==> src/rtl/seq_detect_ctrl_if.sv <==
`default_nettype none
// ============================================================================
//  Module      : seq_detect_ctrl_if
//  Description : Host/stream bundle for the sequence-detector run controller.
//                Carries the run controls, the pattern configuration, the
//                serial input stream and the run status outputs.
//                master : host/config side (drives controls, config and stream)
//                slave  : seq_detect_ctrl (drives the status outputs)
//  Revision    : 1.0 - initial release
// ============================================================================
interface seq_detect_ctrl_if #(
    parameter int PAT_W = 8,
    parameter int CNT_W = 8,
    parameter int TMO_W = 16
);
    logic             start;
    logic             abort;
    logic [PAT_W-1:0] cfg_pattern;
    logic [3:0]       cfg_len;
    logic             cfg_overlap;
    logic [CNT_W-1:0] cfg_target;
    logic [TMO_W-1:0] cfg_timeout;
    logic             x;
    logic             x_valid;
    logic             busy;
    logic             match;
    logic [CNT_W-1:0] match_count;
    logic             done;
    logic             timed_out;

    modport master (
        output start, abort, cfg_pattern, cfg_len, cfg_overlap,
               cfg_target, cfg_timeout, x, x_valid,
        input  busy, match, match_count, done, timed_out
    );

    modport slave (
        input  start, abort, cfg_pattern, cfg_len, cfg_overlap,
               cfg_target, cfg_timeout, x, x_valid,
        output busy, match, match_count, done, timed_out
    );
endinterface
`default_nettype wire

==> src/rtl/seq_detect_ctrl.sv <==
`default_nettype none
// ============================================================================
//  Module      : seq_detect_ctrl
//  Description : Run controller for a serial bit-pattern detector. Starts and
//                stops a detection run, matches a programmable pattern of
//                1..PAT_W bits (overlapping or not), counts matches up to a
//                target and ends the run on target, timeout or abort.
//                The default configuration (pattern 1011, len 4) reproduces
//                the classic 1011 Mealy detector.
//  Ports       : clk   - clock, rising edge
//                reset - asynchronous active-high reset
//                bus   - seq_detect_ctrl_if.slave: start/abort, cfg_*,
//                        x/x_valid in; busy, match, match_count, done,
//                        timed_out out
//  Notes       : PAT_W must be at least 2 (history is PAT_W-1 bits).
//  Revision    : 1.0 - initial release
// ============================================================================
module seq_detect_ctrl #(
    parameter int PAT_W = 8,
    parameter int CNT_W = 8,
    parameter int TMO_W = 16
) (
    input  logic              clk,
    input  logic              reset,
    seq_detect_ctrl_if.slave  bus
);

    localparam int c_FILL_W = $clog2(PAT_W + 1);

    typedef enum logic [1:0] {
        ST_IDLE = 2'd0,
        ST_RUN  = 2'd1,
        ST_DONE = 2'd2
    } state_t;

    state_t r_state;
    state_t w_state_next;

    // Configuration frozen at run start
    logic [PAT_W-1:0]    r_pattern;
    logic [3:0]          r_len;
    logic                r_overlap;
    logic [CNT_W-1:0]    r_target;
    logic [TMO_W-1:0]    r_timeout;

    // Run datapath
    logic [PAT_W-2:0]    r_history;
    logic [c_FILL_W-1:0] r_fill;
    logic [TMO_W-1:0]    r_timer;
    logic [CNT_W-1:0]    r_count;
    logic                r_timed_out;

    logic [3:0]          w_len_eff;
    logic [PAT_W-1:0]    w_window;
    logic [PAT_W-1:0]    w_mask;
    logic                w_in_run;
    logic                w_pat_eq;
    logic                w_fill_ok;
    logic                w_match;
    logic [CNT_W-1:0]    w_count_inc;
    logic                w_hit_target;
    logic                w_hit_timeout;
    logic                w_accept;

    // Effective length: 0 behaves as 1, anything beyond PAT_W is clamped.
    always_comb begin
        w_len_eff = bus.cfg_len;
        if (bus.cfg_len == 4'd0) begin
            w_len_eff = 4'd1;
        end else if (int'(bus.cfg_len) > PAT_W) begin
            w_len_eff = 4'(PAT_W);
        end
    end

    // Only the low r_len bits of the window take part in the compare.
    always_comb begin
        w_mask = '0;
        for (int i = 0; i < PAT_W; i++) begin
            w_mask[i] = (i < int'(r_len));
        end
    end

    // The newest bit sits at window bit 0, matching cfg_pattern bit 0.
    assign w_window  = {r_history, bus.x};
    assign w_in_run  = (r_state == ST_RUN);
    assign w_pat_eq  = (((w_window ^ r_pattern) & w_mask) == '0);
    // Enough bits must have arrived since the run start (or last
    // non-overlap match) so stale/cleared history never forms a match.
    assign w_fill_ok = ((int'(r_fill) + 1) >= int'(r_len));
    assign w_match   = w_in_run & bus.x_valid & ~bus.abort & w_fill_ok & w_pat_eq;

    assign w_count_inc   = (r_count == '1) ? r_count : r_count + CNT_W'(1);
    assign w_hit_target  = w_match && (r_target != '0) && (w_count_inc == r_target);
    assign w_hit_timeout = (r_timeout != '0) && (r_timer == r_timeout - TMO_W'(1));

    // ------------------------------------------------------------------
    // FSM: state register
    // ------------------------------------------------------------------
    always_ff @(posedge clk or posedge reset) begin
        if (reset) begin
            r_state <= ST_IDLE;
        end else begin
            r_state <= w_state_next;
        end
    end

    // ------------------------------------------------------------------
    // FSM: next state
    // ------------------------------------------------------------------
    always_comb begin
        w_state_next = r_state;
        w_accept     = 1'b0;
        case (r_state)
            ST_IDLE: begin
                // start wins over a simultaneous abort; abort alone is a no-op
                if (bus.start) begin
                    w_state_next = ST_RUN;
                    w_accept     = 1'b1;
                end
            end
            ST_RUN: begin
                if (bus.abort) begin
                    w_state_next = ST_IDLE;
                end else if (w_hit_target || w_hit_timeout) begin
                    w_state_next = ST_DONE;
                end
            end
            ST_DONE: begin
                w_state_next = ST_IDLE;
            end
            default: begin
                w_state_next = ST_IDLE;
            end
        endcase
    end

    // ------------------------------------------------------------------
    // Config capture and run datapath
    // ------------------------------------------------------------------
    always_ff @(posedge clk or posedge reset) begin
        if (reset) begin
            r_pattern   <= '0;
            r_len       <= 4'd1;
            r_overlap   <= 1'b0;
            r_target    <= '0;
            r_timeout   <= '0;
            r_history   <= '0;
            r_fill      <= '0;
            r_timer     <= '0;
            r_count     <= '0;
            r_timed_out <= 1'b0;
        end else if (w_accept) begin
            r_pattern   <= bus.cfg_pattern;
            r_len       <= w_len_eff;
            r_overlap   <= bus.cfg_overlap;
            r_target    <= bus.cfg_target;
            r_timeout   <= bus.cfg_timeout;
            r_history   <= '0;
            r_fill      <= '0;
            r_timer     <= '0;
            r_count     <= '0;
            r_timed_out <= 1'b0;
        end else if (w_in_run && !bus.abort) begin
            r_timer <= r_timer + TMO_W'(1);
            if (bus.x_valid) begin
                if (w_match && !r_overlap) begin
                    r_history <= '0;
                    r_fill    <= '0;
                end else begin
                    r_history <= w_window[PAT_W-2:0];
                    if (r_fill != c_FILL_W'(PAT_W)) begin
                        r_fill <= r_fill + c_FILL_W'(1);
                    end
                end
            end
            if (w_match) begin
                r_count <= w_count_inc;
            end
            // Target completion takes precedence over a coincident timeout.
            if (w_hit_timeout && !w_hit_target) begin
                r_timed_out <= 1'b1;
            end
        end
    end

    assign bus.busy        = (r_state == ST_RUN);
    assign bus.done        = (r_state == ST_DONE);
    assign bus.match       = w_match;
    assign bus.match_count = r_count;
    assign bus.timed_out   = r_timed_out;

endmodule
`default_nettype wire

==> src/flat_wrapper.sv <==
// flat-port wrapper written by rule: the top's interface ports become plain ports
module seq_detect_ctrl_flat 
#(
    parameter int PAT_W = 8,
    parameter int CNT_W = 8,
    parameter int TMO_W = 16
)
  (clk, reset, bus_start, bus_abort, bus_cfg_pattern, bus_cfg_len, bus_cfg_overlap, bus_cfg_target, bus_cfg_timeout, bus_x, bus_x_valid, bus_busy, bus_match, bus_match_count, bus_done, bus_timed_out);
  seq_detect_ctrl_if #(.PAT_W(PAT_W), .CNT_W(CNT_W), .TMO_W(TMO_W)) bus_i ();
  input  logic clk;
  input  logic reset;
  input wire logic [$bits(bus_i.start)-1:0] bus_start;
  input wire logic [$bits(bus_i.abort)-1:0] bus_abort;
  input wire logic [$bits(bus_i.cfg_pattern)-1:0] bus_cfg_pattern;
  input wire logic [$bits(bus_i.cfg_len)-1:0] bus_cfg_len;
  input wire logic [$bits(bus_i.cfg_overlap)-1:0] bus_cfg_overlap;
  input wire logic [$bits(bus_i.cfg_target)-1:0] bus_cfg_target;
  input wire logic [$bits(bus_i.cfg_timeout)-1:0] bus_cfg_timeout;
  input wire logic [$bits(bus_i.x)-1:0] bus_x;
  input wire logic [$bits(bus_i.x_valid)-1:0] bus_x_valid;
  output wire logic [$bits(bus_i.busy)-1:0] bus_busy;
  output wire logic [$bits(bus_i.match)-1:0] bus_match;
  output wire logic [$bits(bus_i.match_count)-1:0] bus_match_count;
  output wire logic [$bits(bus_i.done)-1:0] bus_done;
  output wire logic [$bits(bus_i.timed_out)-1:0] bus_timed_out;
  assign bus_i.start = bus_start;
  assign bus_i.abort = bus_abort;
  assign bus_i.cfg_pattern = bus_cfg_pattern;
  assign bus_i.cfg_len = bus_cfg_len;
  assign bus_i.cfg_overlap = bus_cfg_overlap;
  assign bus_i.cfg_target = bus_cfg_target;
  assign bus_i.cfg_timeout = bus_cfg_timeout;
  assign bus_i.x = bus_x;
  assign bus_i.x_valid = bus_x_valid;
  assign bus_busy = bus_i.busy;
  assign bus_match = bus_i.match;
  assign bus_match_count = bus_i.match_count;
  assign bus_done = bus_i.done;
  assign bus_timed_out = bus_i.timed_out;
  seq_detect_ctrl #(.PAT_W(PAT_W), .CNT_W(CNT_W), .TMO_W(TMO_W)) u_core (.clk(clk), .reset(reset), .bus(bus_i));
endmodule
==> config.mk <==
export PLATFORM = sky130hd
export DESIGN_NAME = seq_detect_ctrl_flat
export DESIGN_NICKNAME = d
export VERILOG_FILES = /design/src/rtl/seq_detect_ctrl_if.sv /design/src/rtl/seq_detect_ctrl.sv /design/src/flat_wrapper.sv
export SDC_FILE = /design/constraint.sdc
export NUM_CORES = 1
export LEC_CHECK = 0
export ABC_AREA = 1
export BUFFER_PORTS_ARGS = -buffer_cell sky130_fd_sc_hd__buf_2
export CORE_MARGIN = 2
export CORE_UTILIZATION = 45
export DETAILED_ROUTE_END_ITERATION = 7
export PLACE_DENSITY = 0.72
export SYNTH_ARGS = -nofsm -noshare
export SYNTH_HDL_FRONTEND = slang
export SYNTH_SLANG_ARGS = --single-unit
==> constraint.sdc <==
create_clock -name clk -period 2.3 [get_ports clk]
set_input_delay 0.115 -clock clk [delete_from_list [all_inputs] [get_ports clk]]
set_output_delay 0.115 -clock clk [all_outputs]
set_load 0.02 [all_outputs]
Yosys cells after proc, flatten, opt, wreduce, memory -nomap -nowiden
Index checks and enable logic that the tools add are counted.
W data, S select, Z words.
Operators by class
  add/sub/neg operators: 5
  magnitude comparators: 10
  equality and inequality tests: 8
  multiplexer cells: 26
  bitwise logic cells: 7
  reductions and logical operators: 25
Operators by type and width (count)
  $ge A32 B5 Y1: 1
  $mux W16: 2
  $mux W8: 4
  $mux W4: 7
  $mux W7: 4
  $add A16 B1 Y16 const B: 1
  $eq A16 B16 Y1: 1
  $lt A3 B4 Y1 const A: 4
  $reduce_bool A16 Y1: 1
  $sub A16 B1 Y16 const B: 1
  $add A8 B1 Y8 const B: 1
  $and A8 B8 Y8: 1
  $eq A8 B8 Y1: 1
  $eq A8 B8 Y1 const B: 1
  $logic_not A8 Y1: 1
  $lt A1 B4 Y1 const A: 2
  $lt A2 B4 Y1 const A: 2
  $reduce_and A2 Y1: 4
  $reduce_bool A2 Y1: 4
  $reduce_bool A8 Y1: 1
  $xor A8 B8 Y8: 1
  $logic_and A1 B1 Y1: 6
  $mux W2: 3
  $add A4 B1 Y5 const B: 1
  17 further kinds: 26
Word-level totals
  flip-flop bits (word level): 75
  bits of input ports: 43
  output and inout port bits: 12
  logic and storage cells: 92

Longest topological paths before layout
Gate-level depths: netlist of run 1.
  depth in word-level cells: 12
  depth in mapped cells: 16
  gate-level depth less buffers: 16

Least setup slack after synthesis of run 1
No wires, ideal clock.
  kind: register to register
  start point: reg u_core.r_fill[0]
  end point: reg u_core.r_fill[0]
  library setup time: 127 ps
  arrival time: 1972 ps
  required time: 2173 ps
  slack: 201 ps
  stages on the path, launching flop included: 15
  path buffers: 0
  clock period less this slack: 2099 ps
  path through: dfrtp_1 ha_1 xor2_1 ha_1 nand2_1 inv_1 nand3_1 nand4_1 nand2_2 nor2_8 inv_4 nor2_8 nor2_4 nor2_8 o21ai_0
Between the ends
  word-level cells in the longest chain between the ends: 9
  elaborated cells on any way between the ends: 14
  those cells by class: add/sub: 2; order compare: 1; eq/ne: 1; mux: 5; bitwise: 2; reduce/logical: 3
RTL lines
  start: declaration: RTL line seq_detect_ctrl.sv:48  | logic [c_FILL_W-1:0] r_fill;
  start signal: assignment: RTL line seq_detect_ctrl.sv:172  | r_fill <= r_fill + c_FILL_W'(1);
  $add A4 B1 Y5 (*): RTL line seq_detect_ctrl.sv:89  | assign w_fill_ok = ((int'(r_fill) + 1) >= int'(r_len));
  $ge A32 B5 Y1 (*): RTL line seq_detect_ctrl.sv:89
  $and A1 B1 Y1 (*) (2 in a row): RTL line seq_detect_ctrl.sv:90  | assign w_match = w_in_run & bus.x_valid & ~bus.abort & w_fill_ok & w_pat_eq;
  named net bus_match: RTL line flat_wrapper.sv:22  | output wire logic [$bits(bus_i.match)-1:0] bus_match;
  $logic_and A1 B1 Y1 (*): RTL line seq_detect_ctrl.sv:166  | if (w_match && !r_overlap) begin
  $mux W4: RTL line seq_detect_ctrl.sv:166
  $mux W4: RTL line seq_detect_ctrl.sv:165  | if (bus.x_valid) begin
  $mux W4: RTL line seq_detect_ctrl.sv:163  | end else if (w_in_run && !bus.abort) begin
  $mux W4: RTL line seq_detect_ctrl.sv:152  | end else if (w_accept) begin
Mark *: on every way through the listed nets, which the timed path passes. The rest lies on a longest branch. The select of a mux whose other input is x is not followed.
A chain may end at the register's enable or synchronous reset.

Worst setup path in the final report of run 1
  start point: reg u_core.r_fill[0]
  end point: reg u_core.r_fill[3]
Between the ends
  word-level cells in the longest chain between the ends: 9
  elaborated cells on any way between the ends: 14
  those cells by class: add/sub: 2; order compare: 1; eq/ne: 1; mux: 5; bitwise: 2; reduce/logical: 3
RTL lines (RTL line)
  $add A4 B1 Y5: seq_detect_ctrl.sv:89
  $ge A32 B5 Y1: seq_detect_ctrl.sv:89
  $and A1 B1 Y1 (2 in a row): seq_detect_ctrl.sv:90
  $logic_and A1 B1 Y1: seq_detect_ctrl.sv:166
  $mux W4: seq_detect_ctrl.sv:166
  $mux W4: seq_detect_ctrl.sv:165
  $mux W4: seq_detect_ctrl.sv:163
  $mux W4: seq_detect_ctrl.sv:152
Several ways; a longest one is shown, not always the timed one. The select of a mux whose other input is x is not followed.

==> results of run 1 <==
==> how the worst max path moves through the flow <==
stage | startpoint | to | slack, ns | cells after the start
6_report | u_core.r_fill[0] | u_core.r_fill[3] | 0.001 | 15
5_1_grt | u_core.r_fill[2] | u_core.r_fill[3] | -0.11 | 15
3_5_place_dp | u_core.r_fill[0] | u_core.r_history[4] | -0.01 | 14
2_1_floorplan | u_core.r_fill[0] | u_core.r_fill[0] | 0.20 | 14
3_3_place_gp | u_core.r_fill[0] | u_core.r_history[1] | 0.09 | 14
4_1_cts | u_core.r_fill[0] | bus_match | 0.01 | 10
==> tightest hold or removal path: cells and delay by family <==
kind	cells	cell delay, ns
buffers and inverters	1	0.08
AND/OR/NAND/NOR	1	0.04
AO/OA/AOI/OAI	1	0.10
==> layer usage <==
| layer | GRT usage [%] | routed length [um] |
|---|---|---|
| met2 | 34.7 | 5210 |
| met3 | 4.72 | 491 |
| met1 | 26.2 | 4890 |
| met5 | 0 | 0 |
| met4 | 4.83 | 128 |
==> synth_stat cells (all sizes together) <==
master  instances  share of area [%]
nand2         204                 17
inv            84                7.1
dfrtp          74                 41
nor2           67                7.9
o21ai          49                5.6
nand3          47                5.5
a21oi          19                2.1
xor2           14                2.7
clkbuf          9               0.75
ha              9                2.5
o22ai           9                1.3
nand4           8                1.1
nor3            7                1.0
xnor2           5               0.98
or2             4               0.56
nand3b          3               0.50
a211oi          1               0.17
a21boi          1               0.17
a31o            1               0.20
and3            1               0.14
buf             1               0.25
dfstp           1               0.59
nor4            1               0.14
==> final cells by class <==
type                       instances  area (um2)
timing repair buffer              96         702
fill                             944        4070
multi-input combinational        450        2360
tap                              133         166
clock buffer                      10         138
sequential                        75        1880
inverter                          84         323
clock inverter                     6        88.8
==> report_power, final <==
group	internal, W	switching [W]
clock network	0.000640	0.000515
logic	0.000870	0.00138
registers	0.00169	0.000372
total	0.00320	0.00227
==> flip-flops by register name, summed over array words and instances (netlist names) <==
register	cells
u_core.r_timeout	16
u_core.r_timer	16
u_core.bus.match_count	8
u_core.r_pattern	8
u_core.r_target	8
u_core.r_history	7
u_core.r_fill	4
u_core.r_len	4
u_core.r_state	2
u_core.bus.timed_out	1
u_core.r_overlap	1
==> repair_timing <==
action | CTS | global route
pin swaps | 1 | 8
endpoints found under the hold margin | 107 | 0
hold buffers | 34 | 0
gates cloned | 0 | 0
setup endpoints to repair | 6 | 21
setup buffers | 0 | 5
gates resized for setup | 4 | 31
==> kinds of logic (layout without fill, tap and decap cells) <==
kind of cell    count (synthesis)  in the layout  synth area share, %
fa+ha+maj                       9              9                 2.51
xor+xnor                       19             19                 3.71
buf+inv                        94            196                 8.10
compound gates                 80             80                 9.47
flops                          75             75                 41.9
simple gates                  342            342                 34.3
==> per-stage QoR <==
stage                     cell area, um2  hold slack, ns  power, W  utilization (%)
after floorplan                     4480           0.225   0.00358                -
after global placement              4920           0.231   0.00403             50.6
after detailed placement            4920           0.253   0.00410             50.6
after CTS                           5500         0.00990   0.00533             56.5
after global routing                5660          0.0157   0.00593             58.2
final                               5660          0.0308   0.00546             58.2
==> flow_metrics.py, run 1 <==
metrics = {
    "run_status": {
        "status": "completed",
    },
    "setup_path": {
        "worst_path_largest_cell_delay_ns": 0.46,
        "path_class": "reg2reg",
        "crit_fanout": 6,
        "cpMaxStageDelayCell": "dfrtp_2",
        "cpLargestDelayFamily": "simple AND/OR/NAND/NOR gates",
        "rrSetupSlack_ns": 0.001,
        "critical_path_required_ns": 2.58,
        "crit_arrival_ns": 2.58,
        "worstRegToRegCells": 15,
        "crit_path_end_kind": "register",
        "start_kind": "register",
        "r2r-end": "u_core.r_fill[3]",
        "cp_num_buf_inv": 2,
        "r2r-start": "u_core.r_fill[0]",
        "crit_top_cell": "nor2_8",
        "path_cells": "ha_4 > xor2_2 > ha_1 > nand2_1 > inv_2 > nand3_2 > nand4_1 > nand2_2 > nor2_8 > inv_6 > nor2_8 > nor2_4 > nor2_8 > nand3_2 > o21ai_2",
    },
    "final_layout": {
        "antenna_cells": 0,
        "syn_to_final_growth_pct": 26.3,
        "finalNonFillerCells": 854,
        "final_layout_size_suffix_gt1_share_pct": 19.4,
        "nets": 768,
        "final_common_cell": "nand2_1",
        "final_cell_mix": "nand2_1, inv_1, dfrtp_1, buf_2, nor2_1",
    },
    "sta": {
        "setup_violations": 0,
        "clock_skew_ns": 0.00509,
        "period_share_pct": 100,
        "slew_violations": 0,
        "min_period_ns": 2.30,
        "tightest_slew_ns": 0.472,
        "tns_ns": 0,
        "max-slew-margin-rel_pct": 68.4,
        "max_freq_mhz": 435,
        "finalHoldViolations": 0,
        "fin_ws_ns": 0.00107,
        "rsz0062_at_grt": "yes",
    },
    "power_and_ir_drop": {
        "p_leak_nw": 2.82,
        "ir_worst_vdd_mv": 0.742,
        "p_per_area_mw_per_mm2": 965,
    },
    "hold_path": {
        "min_path_type": "in2reg",
        "hold_start": "bus_cfg_len[3]",
        "holdPathStages": 3,
        "min_to": "u_core.r_len[3]",
    },
    "drt": {
        "avgRoutedWirePerCell_um": 12.6,
        "via_count": 4198,
        "wl_mm": 10.7,
        "vias_per_cell": 4.92,
        "detail-route-antenna-nets": 0,
        "dr.pass1.iters": 4,
        "drtIter0Drc": 173,
        "drc": 0,
    },
    "global_route": {
        "grt_pass1_vias": 3977,
        "gr-usage-all-layers_pct": 20.3,
        "grt_first_pass_wirelength_mm": 17.9,
        "overflow": 0,
        "antenna_found_initial": 0,
        "grt_max_degree": 76,
    },
    "yosys": {
        "yosysSeqAreaShare_pct": 41.9,
        "syn-num-nets": 671,
        "ys_warn_count": 0,
        "syn_area_per_cell_um2": 7.24,
        "synthCells": 619,
        "ys_ff_latch": 75,
        "ys_types": 35,
        "synth.cell_area_mm2": 0.00448,
    },
    "job": {
        "drv_cap": 0,
    },
    "placement": {
        "portBuffers": 54,
        "place_congestion": 0.849,
        "dp_cells": 799,
        "hpwl_mm": 7.32,
        "dpl_worst_slack_ns": -0.0136,
    },
    "floorplan": {
        "die_w_um": 104,
        "die_area_mm2": 0.0108,
        "die_y_um": 104,
        "placementRows": 36,
        "start_util_pct": 46.1,
        "core_area_mm2": 0.00973,
        "ios": 55,
    },
    "clocking": {
        "clkTransAtPathRegs_ns": 0.08,
        "cts-root-buf": "clkbuf_8",
        "cts_made_buffers": 9,
        "cts.sinks": 75,
        "htreeDepth": 3,
        "clk_path_buf_depth": 2,
        "clk_latency_ns": 0.35,
        "cts_tree": "done",
    },
}
Note: power is estimated with default switching activity, not from simulation.
==> run 2, diff against run 1 <==
- BUFFER_PORTS_ARGS: -buffer_cell sky130_fd_sc_hd__buf_2 -> unset
- DONT_BUFFER_PORTS: unset -> 1
- PLACE_DENSITY: 0.72 -> unset
- PLACE_DENSITY_LB_ADDON: unset -> 0.3
==> flow_metrics.py, run 2 (same netlist as run 1, synthesis figures left out) <==
metrics = {
    "setup_path": {
        "start_kind": "register",
        "crit_arrival_ns": 2.19,
        "critPathLaunch": "u_core.r_fill[0]",
        "crit_fanout": 4,
        "crit_path_end_kind": "output port",
        "rrSetupSlack_ns": 0.03,
        "r2r-start": "u_core.r_fill[0]",
        "path_cells": "ha_4 > xor2_2 > ha_1 > nand2_1 > inv_2 > nand3_2 > nand4_1 > nand2_2 > nor2_8 > buf_6",
        "r2r-end": "u_core.r_fill[3]",
        "critical_path_required_ns": 2.18,
        "crit_path_end": "bus_match",
        "worstRegToRegCells": 15,
        "worst_path_largest_cell_delay_ns": 0.46,
        "cpMaxStageDelayCell": "dfrtp_2",
        "path_class": "reg2out",
    },
    "floorplan": {
        "die_w_um": 104,
        "ios": 55,
        "die_y_um": 104,
        "die_area_mm2": 0.0108,
        "placementRows": 36,
        "start_util_pct": 46.1,
        "core_area_mm2": 0.00973,
    },
    "power_and_ir_drop": {
        "ir_worst_vdd_mv": 0.443,
        "p_leak_nw": 2.66,
        "pwr-share-seq_pct": 38.7,
        "switchingPower_w": 0.00229,
        "combPwrFrac_pct": 43.2,
        "intPower_w": 0.00302,
        "p_sw_share_pct": 43.1,
        "power_frac_clock_pct": 18.1,
        "p_per_area_mw_per_mm2": 967,
    },
    "job": {
        "drv_cap": 0,
    },
    "clocking": {
        "cts.sinks": 75,
        "clk_path_buf_depth": 2,
        "htreeDepth": 3,
        "cts_tree": "done",
        "cts-root-buf": "clkbuf_8",
        "cts_made_buffers": 9,
        "clkTransAtPathRegs_ns": 0.08,
        "clk_latency_ns": 0.37,
    },
    "hold_path": {
        "min_path_type": "in2reg",
    },
    "final_layout": {
        "multi_input_area_mm2": 0.00235,
        "top_regs": "u_core.r_timeout (16), u_core.r_timer (16)",
        "n_fill_cell": 957,
        "final_cell_mix": "nand2_1, inv_1, dfrtp_1, nor2_1, dlygate4sd3_1",
        "fin_area_mm2": 0.00549,
        "final_util_pct": 56.4,
        "seqCellArea_mm2": 0.00188,
        "final_layout_size_suffix_gt1_share_pct": 13.0,
        "nets": 732,
        "final_common_cell": "nand2_1",
        "syn_to_final_growth_pct": 22.5,
        "antenna_cells": 0,
    },
    "global_route": {
        "grt_max_degree": 62,
        "gr-usage-all-layers_pct": 21.1,
        "antenna_found_initial": 0,
        "grt_pass1_vias": 4059,
        "overflow": 0,
        "grt_first_pass_wirelength_mm": 18.6,
    },
    "run_status": {
        "status": "finished, violations left",
        "violations": "negative setup slack",
    },
    "sta": {
        "setup_violations": 1,
        "rsz0062_at_grt": "yes",
        "tightest_slew_ns": 0.797,
        "slew_violations": 0,
        "max_freq_mhz": 433,
        "clock_skew_ns": 0.00583,
        "max-slew-margin-rel_pct": 46.8,
        "finalHoldViolations": 0,
        "fin_ws_ns": -0.00906,
        "period_share_pct": 100,
        "min_period_ns": 2.31,
    },
    "drt": {
        "drtIter0Drc": 227,
        "drc": 0,
        "detail-route-antenna-nets": 0,
        "via_count": 4093,
        "wl_mm": 10.9,
        "vias_per_cell": 5.00,
        "dr.pass1.iters": 5,
        "avgRoutedWirePerCell_um": 13.3,
    },
    "placement": {
        "placed_area_mm2": 0.00472,
        "hpwl_mm": 7.62,
        "place_congestion": 0.851,
        "portBuffers": 0,
    },
}
run 2: worst min path at each step:
stage / to / cells after the start / from / slack (ns)
global placement: u_core.r_target[0] / 1 / reset / 0.19
floorplan: u_core.r_overlap / 2 / bus_cfg_overlap / 0.22
detailed placement: u_core.r_target[0] / 1 / reset / 0.20
finish: u_core.r_fill[0] / 4 / bus_x_valid / 0.08
global route: u_core.r_fill[2] / 4 / bus_x_valid / 0.08
CTS: u_core.r_history[0] / 4 / bus_x_valid / 0.06
run 2: metal layers:
layer	global-route usage, %	up-vias	part of all wire [%]
li1	-	2076	-
met5	0	-	0
met3	4.91	15	4.9
met1	27.9	1915	46
met2	34.6	87	48
met4	6.76	0	1.4
run 2: cell type report:
type | count | area share (%)
Timing Repair Buffer | 60 | 10.7
Sequential cell | 75 | 34.3
Multi-Input combinational cell | 450 | 42.8
Clock buffer | 12 | 2.83
Inverter | 84 | 5.93
Clock inverter | 4 | 0.456
Tap cell | 133 | 3.03
run 2: stage by stage:
stage	cells	hold slack [ns]	setup TNS, ns	setup slack, ns	power, W
3_5_place_dp	754	0.198	-0.153	-0.0443	0.00409
4_1_cts	813	0.0647	0	0.00435	0.00516
3_3_place_gp	754	0.187	0	0.0857	0.00401
2_1_floorplan	619	0.225	0	0.201	0.00358
6_report	818	0.0765	-0.00906	-0.00906	0.00530
5_1_grt	818	0.0791	-1.28	-0.128	0.00580
run 2: power by group through the flow:
stage | sequential, W | clock, W | combinational, W
2_1_floorplan | 0.00196 | 0 | 0.00163
3_3_place_gp | 0.00205 | 0 | 0.00196
3_5_place_dp | 0.00205 | 0 | 0.00204
4_1_cts | 0.00204 | 0.000988 | 0.00213
5_1_grt | 0.00211 | 0.00104 | 0.00264
6_report | 0.00205 | 0.000960 | 0.00229
run 2: timing repair:
item                                   in CTS  in global routing
pin swaps                                   2                  9
hold buffers                               43                  0
endpoints found under the hold margin      74                  0
gates resized for setup                     5                 25
buffers inserted                            0                  5
setup endpoints to repair                  10                 21
gates cloned                                0                  0
run 2: critical path: cells and delay by family, from the launching register on:
family | cells | cell delay (ns)
flip-flops | 1 | 0.46
AND/OR/NAND/NOR | 5 | 0.53
XOR/XNOR | 1 | 0.14
adder cells (fa/ha/maj) | 2 | 0.46
buffers and inverters | 2 | 0.23
==> run 3, diff against run 2 <==
- CORE_UTILIZATION: 45 -> 30
- GPL_TIMING_DRIVEN: unset -> 0
==> flow_metrics.py, run 3 (same netlist as run 1, synthesis figures left out) <==
metrics = {
    "power_and_ir_drop": {
        "combPwrFrac_pct": 38.0,
        "power_w": 0.00604,
        "switchingPower_w": 0.00237,
        "intPower_w": 0.00367,
        "pwr-share-seq_pct": 34.2,
        "ir_worst_vdd_mv": 0.495,
        "p_sw_share_pct": 39.2,
        "p_per_area_mw_per_mm2": 1050,
        "p_leak_nw": 2.70,
        "power_frac_clock_pct": 27.8,
    },
    "job": {
        "drv_cap": 0,
    },
    "floorplan": {
        "ios": 55,
        "core_area_mm2": 0.0146,
        "start_util_pct": 30.7,
        "die_w_um": 126,
        "die_area_mm2": 0.0159,
        "die_y_um": 126,
        "placementRows": 44,
    },
    "placement": {
        "place_congestion": 0.852,
        "hpwl_mm": 8.77,
        "placed_area_mm2": 0.00474,
        "dp_cells": 804,
        "portBuffers": 0,
    },
    "setup_path": {
        "crit_fanout": 8,
        "r2r-start": "u_core.r_fill[1]",
        "path_class": "reg2reg",
        "critPathLaunch": "u_core.r_fill[1]",
        "crit_arrival_ns": 2.68,
        "start_kind": "register",
        "critical_path_required_ns": 2.50,
        "crit_path_end_kind": "register",
    },
    "clocking": {
        "clk_path_buf_depth": 2,
        "cts_made_buffers": 9,
        "clk_latency_ns": 0.34,
        "htreeDepth": 3,
        "cts-root-buf": "clkbuf_16",
        "cts.sinks": 75,
        "cts_tree": "done",
        "clkTransAtPathRegs_ns": 0.06,
    },
    "drt": {
        "via_count": 4143,
        "detail-route-antenna-nets": 0,
        "vias_per_cell": 4.78,
        "drc": 0,
        "drtIter0Drc": 236,
        "wl_mm": 11.9,
        "dr.pass1.iters": 4,
        "avgRoutedWirePerCell_um": 13.8,
    },
    "sta": {
        "tightest_slew_ns": 0.610,
        "slew_violations": 0,
        "max_freq_mhz": 404,
        "min_period_ns": 2.48,
        "setup_violations": 14,
        "rsz0062_at_grt": "yes",
        "period_share_pct": 108,
        "finalHoldViolations": 0,
        "fin_ws_ns": -0.176,
        "clock_skew_ns": 0.00503,
        "max-slew-margin-rel_pct": 59.3,
        "tns_ns": -1.53,
        "hold_slack_ns": 0.0213,
    },
    "final_layout": {
        "top_regs": "u_core.r_timeout (16), u_core.r_timer (16)",
        "fin_area_mm2": 0.00573,
        "nets": 731,
        "final_cell_mix": "nand2_1, inv_1, dfrtp_1, nor2_1, nand3_1",
        "antenna_cells": 0,
        "finalNonFillerCells": 867,
        "final_common_cell": "nand2_1",
        "final_layout_size_suffix_gt1_share_pct": 13.0,
        "syn_to_final_growth_pct": 27.8,
    },
    "run_status": {
        "status": "finished, violations left",
        "violations": "negative setup slack",
    },
    "hold_path": {
        "hold_start": "bus_abort",
        "min_path_type": "in2reg",
    },
    "global_route": {
        "gr-usage-all-layers_pct": 15.7,
        "grt_max_degree": 46,
        "antenna_found_initial": 0,
        "grt_first_pass_wirelength_mm": 20.3,
        "grt_pass1_vias": 4201,
        "overflow": 0,
    },
}
run 3: path summary, 6_finish.rpt:
kind                                      end  slack [ns]  depth (start not counted)
max                         u_core.r_state[0]       -0.18                         14
min                         u_core.r_timer[0]        0.02                          3
max reg2reg                 u_core.r_state[0]       -0.18                         14
min reg2reg                u_core.r_timer[15]        0.51                          1
max in group asynchronous     u_core.r_len[0]        1.44                          3
min in group asynchronous  u_core.r_target[4]        0.26                          2
run 3: area by class of cell:
cell class	count	area, um2
plain buffers	10	45.0
clock buffers	11	253
clock inverters	4	97.6
fillers	1458	8860
inverters	84	325
multi-input cells	450	2400
flip-flops and latches	75	1880
well taps	184	230
repair buffers	49	495
run 3: per-stage QoR:
step | util (%) | worst slack (ns)
3_3_place_gp | 32.3 | -0.625
3_5_place_dp | 32.5 | -0.234
5_1_grt | 39.2 | -0.275
6_report | 39.2 | -0.176
2_1_floorplan | - | 0.201
4_1_cts | 38.4 | -0.0925
run 3: worst max-delay path, cell delays in order (launching register included):
cell and delay (ns):
dfrtp_2 0.46, ha_4 0.19, xor2_2 0.16, ha_1 0.31, nand2_2 0.06, inv_2 0.06, nand3_1 0.06, nand4_1 0.13
nand2_2 0.10, nor2_8 0.27, nand2_2 0.09, nor2_2 0.12, nand3_2 0.14, nand2_1 0.10, nand2_1 0.07
run 3: layer usage:
layer,wire (um),vias to the layer above,global-route usage [%]
li1,-,2081,-
met1,5640,1966,20.3
met2,5520,75,25.6
met3,476,21,2.68
met4,299,0,7.50
met5,0,-,0
run 3: timing repair:
item	4_1_cts	5_1_grt
hold buffers	40	0
gates resized for setup	11	30
pin swaps	4	13
setup endpoints to repair	20	23
setup buffers	7	1
hold endpoints to repair	69	0
run 3: power by group through the flow:
stage | clock [W] | sequential, W | combinational [W]
after floorplan | 0 | 0.00196 | 0.00163
after global placement | 0 | 0.00207 | 0.00198
after detailed placement | 0 | 0.00207 | 0.00205
after CTS | 0.00171 | 0.00205 | 0.00221
after global routing | 0.00178 | 0.00212 | 0.00264
final | 0.00168 | 0.00207 | 0.00229
